[src/rtl/operand_skew_feeder_pkg.sv]
// Shared types and helpers for the systolic operand feeder.
// State encoding, default widths and the lane active-window test.
package systolic_pkg;

  typedef enum logic [1:0] {
    IDLE,
    RUN,
    FIN
  } feeder_state_t;

  localparam int BWIDTH_DEF = 8;
  localparam int LANES_DEF  = 32;

  // Lane i owns steps [i, i+len) of the skewed wavefront.
  function automatic logic lane_active(
    input int unsigned t,
    input int unsigned i,
    input int unsigned len
  );
    return (t >= i) && (t < i + len);
  endfunction

endpackage

[src/rtl/operand_skew_feeder_lane.sv]
// One feeder lane: active-window test, pop gating, output registers.
// Ports: t/len window, advance, FIFO empty/data in; starve, pop, a_out, a_vld out.
module feeder_lane
  import systolic_pkg::*;
#(
  parameter int BWIDTH = BWIDTH_DEF,
  parameter int LEN_W  = 8,
  parameter int IDX    = 0
) (
  input  logic              CLK,
  input  logic              RSTn,
  input  logic [LEN_W:0]    t,
  input  logic [LEN_W-1:0]  len,
  input  logic              advance,
  input  logic              empty,
  input  logic [BWIDTH-1:0] data,
  output logic              starve,
  output logic              pop,
  output logic [BWIDTH-1:0] a_out,
  output logic              a_vld
);

  logic active;

  assign active = lane_active(32'(t), 32'(IDX), 32'(len));
  assign starve = active & empty;
  assign pop    = advance & active;

  always_ff @(posedge CLK or negedge RSTn) begin
    if (!RSTn) begin
      a_out <= '0;
      a_vld <= 1'b0;
    end else if (advance) begin
      a_out <= active ? data : '0;
      a_vld <= active;
    end else begin
      a_out <= '0;
      a_vld <= 1'b0;
    end
  end

endmodule

[src/rtl/operand_skew_feeder.sv]
// Pops LANES operand FIFOs into a systolic array with diagonal skew.
// Ports: CLK, RSTn, START/LEN job control, FIFO_EMPTY/FIFO_DATA in,
// FIFO_POP out, A_OUT/A_VLD/ARRAY_EN to the array, BUSY, DONE.
// Optional FEEDER_STALL_CNT_EN adds STALL_CNT[15:0], stall cycles per job.
module operand_skew_feeder
  import systolic_pkg::*;
#(
  parameter int LANES  = LANES_DEF,
  parameter int BWIDTH = BWIDTH_DEF,
  parameter int LEN_W  = 8
) (
  input  logic                    CLK,
  input  logic                    RSTn,
  input  logic                    START,
  input  logic [LEN_W-1:0]        LEN,
  input  logic [LANES-1:0]        FIFO_EMPTY,
  input  logic [LANES*BWIDTH-1:0] FIFO_DATA,
  output logic [LANES-1:0]        FIFO_POP,
  output logic [LANES*BWIDTH-1:0] A_OUT,
  output logic [LANES-1:0]        A_VLD,
  output logic                    ARRAY_EN,
  output logic                    BUSY,
  output logic                    DONE
`ifdef FEEDER_STALL_CNT_EN
  ,
  output logic [15:0]             STALL_CNT
`endif
);

  localparam logic [LEN_W:0] LAST_OFS = (LEN_W+1)'(LANES - 2);

  feeder_state_t    state_q;
  feeder_state_t    state_d;
  logic [LEN_W:0]   t_q;
  logic [LEN_W-1:0] len_q;
  logic [LANES-1:0] starve;
  logic             run;
  logic             stall;
  logic             advance;
  logic             start_go;
  logic             last_step;

  assign run       = (state_q == RUN);
  assign stall     = run & (|starve);
  assign advance   = run & ~stall;
  assign start_go  = (state_q == IDLE) & START;
  assign last_step = (t_q == ({1'b0, len_q} + LAST_OFS));
  assign BUSY      = run;
  assign DONE      = (state_q == FIN);

  always_comb begin
    state_d = state_q;
    unique case (state_q)
      IDLE: if (START) state_d = (LEN != '0) ? RUN : FIN;
      RUN:  if (advance && last_step) state_d = FIN;
      FIN:  state_d = IDLE;
      default: state_d = IDLE;
    endcase
  end

  always_ff @(posedge CLK or negedge RSTn) begin
    if (!RSTn) begin
      state_q  <= IDLE;
      t_q      <= '0;
      len_q    <= '0;
      ARRAY_EN <= 1'b0;
    end else begin
      state_q  <= state_d;
      ARRAY_EN <= advance;
      if (start_go) begin
        t_q   <= '0;
        len_q <= LEN;
      end else if (advance) begin
        t_q <= t_q + 1'b1;
      end
    end
  end

`ifdef FEEDER_STALL_CNT_EN
  always_ff @(posedge CLK or negedge RSTn) begin
    if (!RSTn) begin
      STALL_CNT <= '0;
    end else if (start_go) begin
      STALL_CNT <= '0;
    end else if (stall && (STALL_CNT != 16'hFFFF)) begin
      STALL_CNT <= STALL_CNT + 16'd1;
    end
  end
`endif

  for (genvar i = 0; i < LANES; i++) begin : g_lane
    feeder_lane #(
      .BWIDTH(BWIDTH),
      .LEN_W (LEN_W),
      .IDX   (i)
    ) u_lane (
      .CLK    (CLK),
      .RSTn   (RSTn),
      .t      (t_q),
      .len    (len_q),
      .advance(advance),
      .empty  (FIFO_EMPTY[i]),
      .data   (FIFO_DATA[i*BWIDTH +: BWIDTH]),
      .starve (starve[i]),
      .pop    (FIFO_POP[i]),
      .a_out  (A_OUT[i*BWIDTH +: BWIDTH]),
      .a_vld  (A_VLD[i])
    );
  end

endmodule

[config.mk]
export PLATFORM = sky130hd
export DESIGN_NAME = operand_skew_feeder
export DESIGN_NICKNAME = d
export VERILOG_FILES = /design/src/rtl/operand_skew_feeder_pkg.sv /design/src/rtl/operand_skew_feeder_lane.sv /design/src/rtl/operand_skew_feeder.sv
export SDC_FILE = /design/constraint.sdc
export NUM_CORES = 1
export LEC_CHECK = 0
export CAP_MARGIN = 20
export CORE_AREA = 2 2 240 242
export CTS_CLUSTER_DIAMETER = 150
export DETAILED_ROUTE_END_ITERATION = 7
export DIE_AREA = 0 0 242 244
export PLACE_DENSITY_LB_ADDON = 0.25
export SYNTH_ARGS = -nofsm -noshare
export SYNTH_HDL_FRONTEND = slang
export SYNTH_SLANG_ARGS = --single-unit
export TNS_END_PERCENT = 1
[constraint.sdc]
create_clock -name CLK -period 5.4 [get_ports CLK]
set_input_delay 1.35 -clock CLK [delete_from_list [all_inputs] [get_ports CLK]]
set_output_delay 1.35 -clock CLK [all_outputs]
set_load 0.1 [all_outputs]
==> metrics.md, run 1 <==
| Metric | Value |
|---|---|
| # IOs | 622 |
| Endpoints failing hold | 0 |
| Largest net degree at the start of global routing | 104 |
| Min-Delay Path Class | reg -> reg |
| # clock sinks | 308 |
| Max Buffers Root-to-Sink | 3 |
| Router iterations before antenna repair | 5 |
| Kind of critical path | reg -> out |
| Worst-Margin Slew | 1.111 ns |
| Synth Cell Area | 17590 sq um |
| Hold path depth | 3 |
| Syn Inst Count | 1707 |
| Period utilization | 109.4% |
| Seq/Total Area, Yosys | 43.81% |
| Row cnt | 87 |
| Syn_nets | 2220 |
| Arr. time, crit path | 4.56 ns |
| Vias in the first global route | 16394 |
| Worst path max stage delay | 0.62 ns |
| Ys Warns | 0 |
| Min Hold Slack | 0.7250 ns |
| Overflow after GRT | 0 |
| Pwr Total | 12090 uW |
| DRT Wirelength | 72.87 mm |
| Layout area overhead | 57.37% |
| Slew headroom | 25.72% |
| DRC | 0 |
| Yosys top cell by area | dfrtp_1 |
| Die Y | 244 um |
| Setup WS post-layout | -0.5094 ns |
| Peak supply drop | 0.2427 mV |
| RSZ-0062 raised after global routing | yes |
| CP endpoint kind | output pin |
| Post-DP HPWL | 58.16 mm |
| Die area | 59050 sq um |
| Top post-synthesis cells by area | dfrtp_1 44%, ha_1 15%, and2_1 9.2% |
| GR Util met3 | 3.918% |
| Min cycle time layout | 5.909 ns |
| Detailed Route Iter0 Violations | 876 |
| Cell Chain, Critical Path | ha_2, and3_2, buf_4, nand2_1, ha_1, nand3_1, o31ai_1, o211ai_1, nor4_4, nand4_1, buf_6, buf_12, nor4bb_1, buf_4, buf_12 |
| Global-route usage over all layers | 24.08% |
| Post-synthesis average cell area | 10.31 sq um |
| Asr flop ratio synth | 100.0% |
| Port Buf Inserts | 621 |
| Final-report setup violation count | 32 |
| Num CTS Buffers | 35 |
| Top-area cell type share of the netlist area | 43.81% |
| R2r setup slk | 1.03 ns |
| Outcome | finished with violations |
| Pwr Density | 436.6 nW/um^2 |
| Wire per inst | 22.38 um |
| CP Max Fanout | 12 |
| Fraction of layout instances using a drive strength above 1 | 16.21% |
| Vias per cell | 4.879 |
| Most common cell after layout, fill and taps aside | clkdlybuf4s50_1 |
| Slew Limit Fails | 0 |
| Reg2reg path depth | 15 |
| Violated checks | setup timing |
| Fin Setup TNS | -11.48 ns |
| Worst Setup Start Kind | flip-flop |
| CP required | 4.05 ns |
| Top_reg_cell synth | dfrtp_1 |
| Gr busiest metal | met2 |
| Post-route ant nets | 0 |
| Root buf cell | clkbuf_16 |
| Clk_lat worst skew | 0.54 ns |
| Nets | 2992 |
| Clock-pin slew on the worst setup and hold paths | 0.06 ns |
| Reg2reg end | t_q[7] |
| H-tree levels | 2 |
| M1 GR Usage | 28.89% |
| Fmax | 169.2 MHz |
| Met2 usage | 43.23% |
| MaxCap Viol Count | 0 |
| Placer Congestion | 0.9728 |
| First-pass GRT wire length | 107.3 mm |
| Total number of vias | 15885 |
| Critical Path Slowest Stage Cell | o31ai_1 |
| Worst hold start | state_q[0] |
| Core area | 56170 sq um |
| Destination of the worst hold path | state_q[0] |
| Yosys cell types | 68 |
| DIE WIDTH | 242 um |
| P_leak | 0.01283 uW |
| Critical Path Source | len_q[4] |
| EDFF count, synth | 0 |
| CTS tree | built |
| Worst Skew | 0.01722 ns |
| Synth Register Bits | 308 |
| Initial antenna violation count | 1 |
| Initial Util | 31.32% |
| Commonest cells after routing, fill and taps aside | 588 x clkdlybuf4s50_1, 306 x dfrtp_1, 259 x and2_1 |
| Launch point of the worst reg-to-reg path | len_q[4] |
logic make-up after synthesis:
logic type	share of synthesized area, %
and+or+nand+nor	19.04
DFF	43.81
AOI/OAI and AO/OA	10.75
xor gates and xnor gates	5.676
adders and majority gates	15.22
buffers and inverters	5.498
Yosys cell counts (all sizes together), types with 10 or more instances:
cell,instances
a211oi,14
a21o,27
a21oi,103
a31oi,11
and2,260
and3,11
buf,79
clkbuf,40
dfrtp,308
ha,214
inv,69
nand2,115
nand2b,16
nand3,48
nor2,69
nor2b,10
nor3,10
nor4,10
o2111ai,10
o211ai,14
o21ai,43
xnor2,110
area by class of cell:
class | instances | area [sq um]
repair buffers | 854 | 8496
inverters | 70 | 265.3
flip-flops and latches | 308 | 7710
well taps | 756 | 945.9
clock buffers | 50 | 992.2
fillers | 5133 | 28480
multi-input cells | 1210 | 9201
clock inverters | 7 | 71.32
diodes | 1 | 2.502
worst max-delay path by stage:
stage | cells past startpoint | end | slack [ns]
after detailed placement | 16 | FIFO_POP[14] | -0.26
final | 15 | FIFO_POP[29] | -0.51
after global placement | 18 | FIFO_POP[29] | -0.27
after floorplan | 18 | FIFO_POP[5] | -0.06
after CTS | 24 | FIFO_POP[29] | -0.42
after global routing | 18 | FIFO_POP[29] | -0.66
metrics by stage:
step	area, sq um	util, %	instances	worst slack [ns]
final	27680	49.29	3256	-0.5094
after global routing	27680	49.29	3256	-0.6581
after CTS	27640	49.21	3254	-0.4189
after detailed placement	26220	46.69	3186	-0.2604
after global placement	26220	46.69	3186	-0.2658
after floorplan	17720	-	1707	-0.05746
worst max-delay path: cells and delay by family (launching register included):
family,cells,cell delay [ns]
DFF,1,0.42
AOI/OAI and AO/OA,2,0.86
adders and majority gates,2,0.58
buffers and inverters,5,0.89
and+or+nand+nor,6,1.24
routing by layer:
layer  routed length (um)  vias up  share of wire, %
met3                 4455      142               6.1
met5                    0        -                 0
met1                28270     7775                39
met2                37290      643                51
li1                     -     7325                 -
met4                 2860        0               3.9
state kept, by name, indices dropped and copies added (netlist names):
| name | cells |
|---|---|
| g_lane.u_lane.a_out | 256 |
| g_lane.u_lane.a_vld | 32 |
| len_q | 8 |
| ARRAY_EN | 1 |
| t_q | 9 |
| state_q | 2 |
power by group:
part / switching [uW] / total, uW / internal [uW]
registers: 92.0 / 2530 / 2440
logic: 4350 / 7280 / 2930
clock network: 954 / 2280 / 1320
repair_timing:
action / in CTS / in global routing
endpoints found under the setup margin: 32 / 32
pin swaps: 24 / 1
setup buffers: 12 / 1
gates resized for setup: 72 / 9
hold buffers: 0 / 0
hold endpoints to repair: 0 / 0
Power figures use the tool's default switching activity.
==> run 2, diff against run 1 <==
PLACE_DENSITY = 0.67   (was not set)
PLACE_DENSITY_LB_ADDON = not set   (was 0.25)
==> metrics.md, run 2 (synthesis results as in run 1) <==
| Metric | Value |
|---|---|
| Wire per inst | 22.51 um |
| Initial antenna violation count | 3 |
| # hold bufs at CTS | 0 |
| Clock-pin slew on the worst setup and hold paths | 0.06 ns |
| Non-Filler Instances | 3287 |
| Fill cells | 5099 |
| Worst Setup Start Kind | flip-flop |
| Num CTS Buffers | 37 |
| Cell Chain, Critical Path | inv_2, buf_6, ha_4, a21o_1, a21oi_2, buf_4, xnor2_1, ha_1, nand4_1, a2111oi_4, nor3_4, a221o_1, nor4_4, nand4_1, buf_6, buf_12, nor4bb_4, buf_4, buf_12 |
| R2r setup slk | 0.94 ns |
| Met2 usage | 43.04% |
| Post-DP HPWL | 58.37 mm |
| Arr. time, crit path | 4.54 ns |
| Largest regs | g_lane.u_lane.a_out: 256 flops, g_lane.u_lane.a_vld: 32 flops, t_q: 9 flops |
| Period utilization | 109.0% |
| DRT Wirelength | 74.01 mm |
| CP required | 4.05 ns |
| Nets | 3016 |
| Reg power frac | 20.0% |
| Fin util | 50.53% |
| Global-route usage over all layers | 24.50% |
| CP endpoint kind | output pin |
| DRC | 0 |
| MaxCap Viol Count | 0 |
| Largest net degree at the start of global routing | 90 |
| M1 GR Usage | 28.08% |
| Final-report setup violation count | 32 |
| Row cnt | 87 |
| Clk_lat worst skew | 0.55 ns |
| Worst hold start | t_q[0] |
| # clock sinks | 308 |
| Min cycle time layout | 5.887 ns |
| WP buf/inv | 7 |
| Critical Path Slowest Stage Cell | a221o_1 |
| Setup WS post-layout | -0.4869 ns |
| Slew Limit Fails | 0 |
| Router iterations before antenna repair | 5 |
| Biggest register | g_lane.u_lane.a_out |
| Launch point of the worst reg-to-reg path | len_q[1] |
| Total number of vias | 16229 |
| Clock network power share | 19.0% |
| Comb pwr share | 61.0% |
| RSZ-0062 raised after global routing | yes |
| Switching power | 5714 uW |
| Kind of critical path | reg -> out |
| CP top delay family | compound AO/OA/AOI/OAI gates |
| Slew headroom | 25.28% |
| GR Util met3 | 4.741% |
| Vias per cell | 4.937 |
| Vias in the first global route | 17079 |
| Most common cell after layout, fill and taps aside | clkdlybuf4s50_1 |
| Port Buf Inserts | 621 |
| Initial Util | 31.32% |
| Post-route ant nets | 0 |
| H-tree levels | 2 |
| Violated checks | setup timing |
| Overflow after GRT | 0 |
| Core area | 56170 sq um |
| Min-Delay Path Class | reg -> reg |
| DIE WIDTH | 242 um |
| Commonest cells after routing, fill and taps aside | 586 x clkdlybuf4s50_1, 306 x dfrtp_1, 259 x and2_1 |
| Endpoints failing hold | 0 |
| Root buf cell | clkbuf_16 |
| Outcome | finished with violations |
| Pint | 7031 uW |
| Switching power share of the total | 44.83% |
| Gr busiest metal | met2 |
| Pwr Density | 449.1 nW/um^2 |
| Fmax | 169.9 MHz |
| Peak supply drop | 0.2768 mV |
| Die area | 59050 sq um |
| # IOs | 622 |
| Layout area overhead | 61.33% |
| CTS tree | built |
| Worst Skew | 0.01917 ns |
| Placed Instances | 3201 |
| Fraction of layout instances using a drive strength above 1 | 18.62% |
| P_leak | 0.01311 uW |
| Critical Path Source | len_q[1] |
| First-pass GRT wire length | 109.4 mm |
| Worst-Margin Slew | 1.117 ns |
| Placer Congestion | 0.9734 |
| CP Max Fanout | 7 |
| Max Buffers Root-to-Sink | 3 |
| Die Y | 244 um |
| Max FFs per register | 256 |
| Worst path max stage delay | 0.39 ns |
| Detailed Route Iter0 Violations | 1066 |
==> run 2: worst reg2reg max path: stages, from the launching register on <==
cell	delay [ns]
dfrtp_1	0.38
inv_2	0.08
buf_6	0.13
ha_4	0.16
a21o_1	0.17
a21oi_2	0.18
buf_4	0.14
xnor2_1	0.08
ha_1	0.31
nand4_1	0.18
a2111oi_4	0.32
nor3_4	0.10
a221o_1	0.39
nor4_4	0.23
nand4_1	0.18
buf_6	0.18
buf_12	0.12
buf_16	0.16
buf_4	0.18
or4_1	0.50
a21oi_1	0.20
==> run 2: path summary, 6_finish.rpt <==
check / endpoint / cells after the start
max: FIFO_POP[29] / 19
min: t_q[0] / 2
min reg2reg: t_q[0] / 2
max in group asynchronous: g_lane[10].u_lane.a_out[2] / 2
max reg2reg: t_q[7] / 20
min in group asynchronous: g_lane[11].u_lane.a_vld / 1
==> run 2: per-layer routing <==
metal  up-vias  wire, um
met5         -        13
met4         2      4151
met3       186      4672
met2       698     37250
met1      7953     27920
li1       7390         -
==> run 2: power groups by stage <==
stage	combinational, uW	clock [uW]	sequential (uW)
after floorplan	3530	0	3100
after global routing	8260	2580	2560
after global placement	6900	0	2570
after CTS	7600	2490	2550
final	7770	2420	2550
after detailed placement	7010	0	2570
==> run 2: what timing repair did <==
item,CTS,global route
resized for setup,133,19
endpoints found under the setup margin,32,32
cloned,2,0
buffers inserted,17,0
hold endpoints to repair,0,0
pin swaps,38,2
==> run 2: through the flow <==
stage / hold slack [ns] / cell area [sq um] / TNS, ns / setup slack [ns] / total power [uW]
2_1_floorplan: 0.5984 / 17720 / -1.188 / -0.05746 / 6635
3_3_place_gp: 0.6506 / 26350 / -9.832 / -0.4259 / 9466
3_5_place_dp: 0.6779 / 26350 / -8.817 / -0.3918 / 9587
4_1_cts: 0.6880 / 28300 / -9.511 / -0.4100 / 12640
5_1_grt: 0.7514 / 28380 / -16.71 / -0.6511 / 13400
6_report: 0.6872 / 28380 / -11.59 / -0.4869 / 12750
==> run 2: area by class of cell <==
cell class	instances	area, sq um	share of cell area (%)
Clock inverter	8	65.06	0.2292
Timing Repair Buffer	876	8725	30.74
Sequential cell	308	7710	27.17
Antenna cell	2	5.005	0.01763
Clock buffer	57	1122	3.955
Multi-Input combinational cell	1210	9540	33.62
Inverter	70	267.8	0.9434
Tap cell	756	945.9	3.333
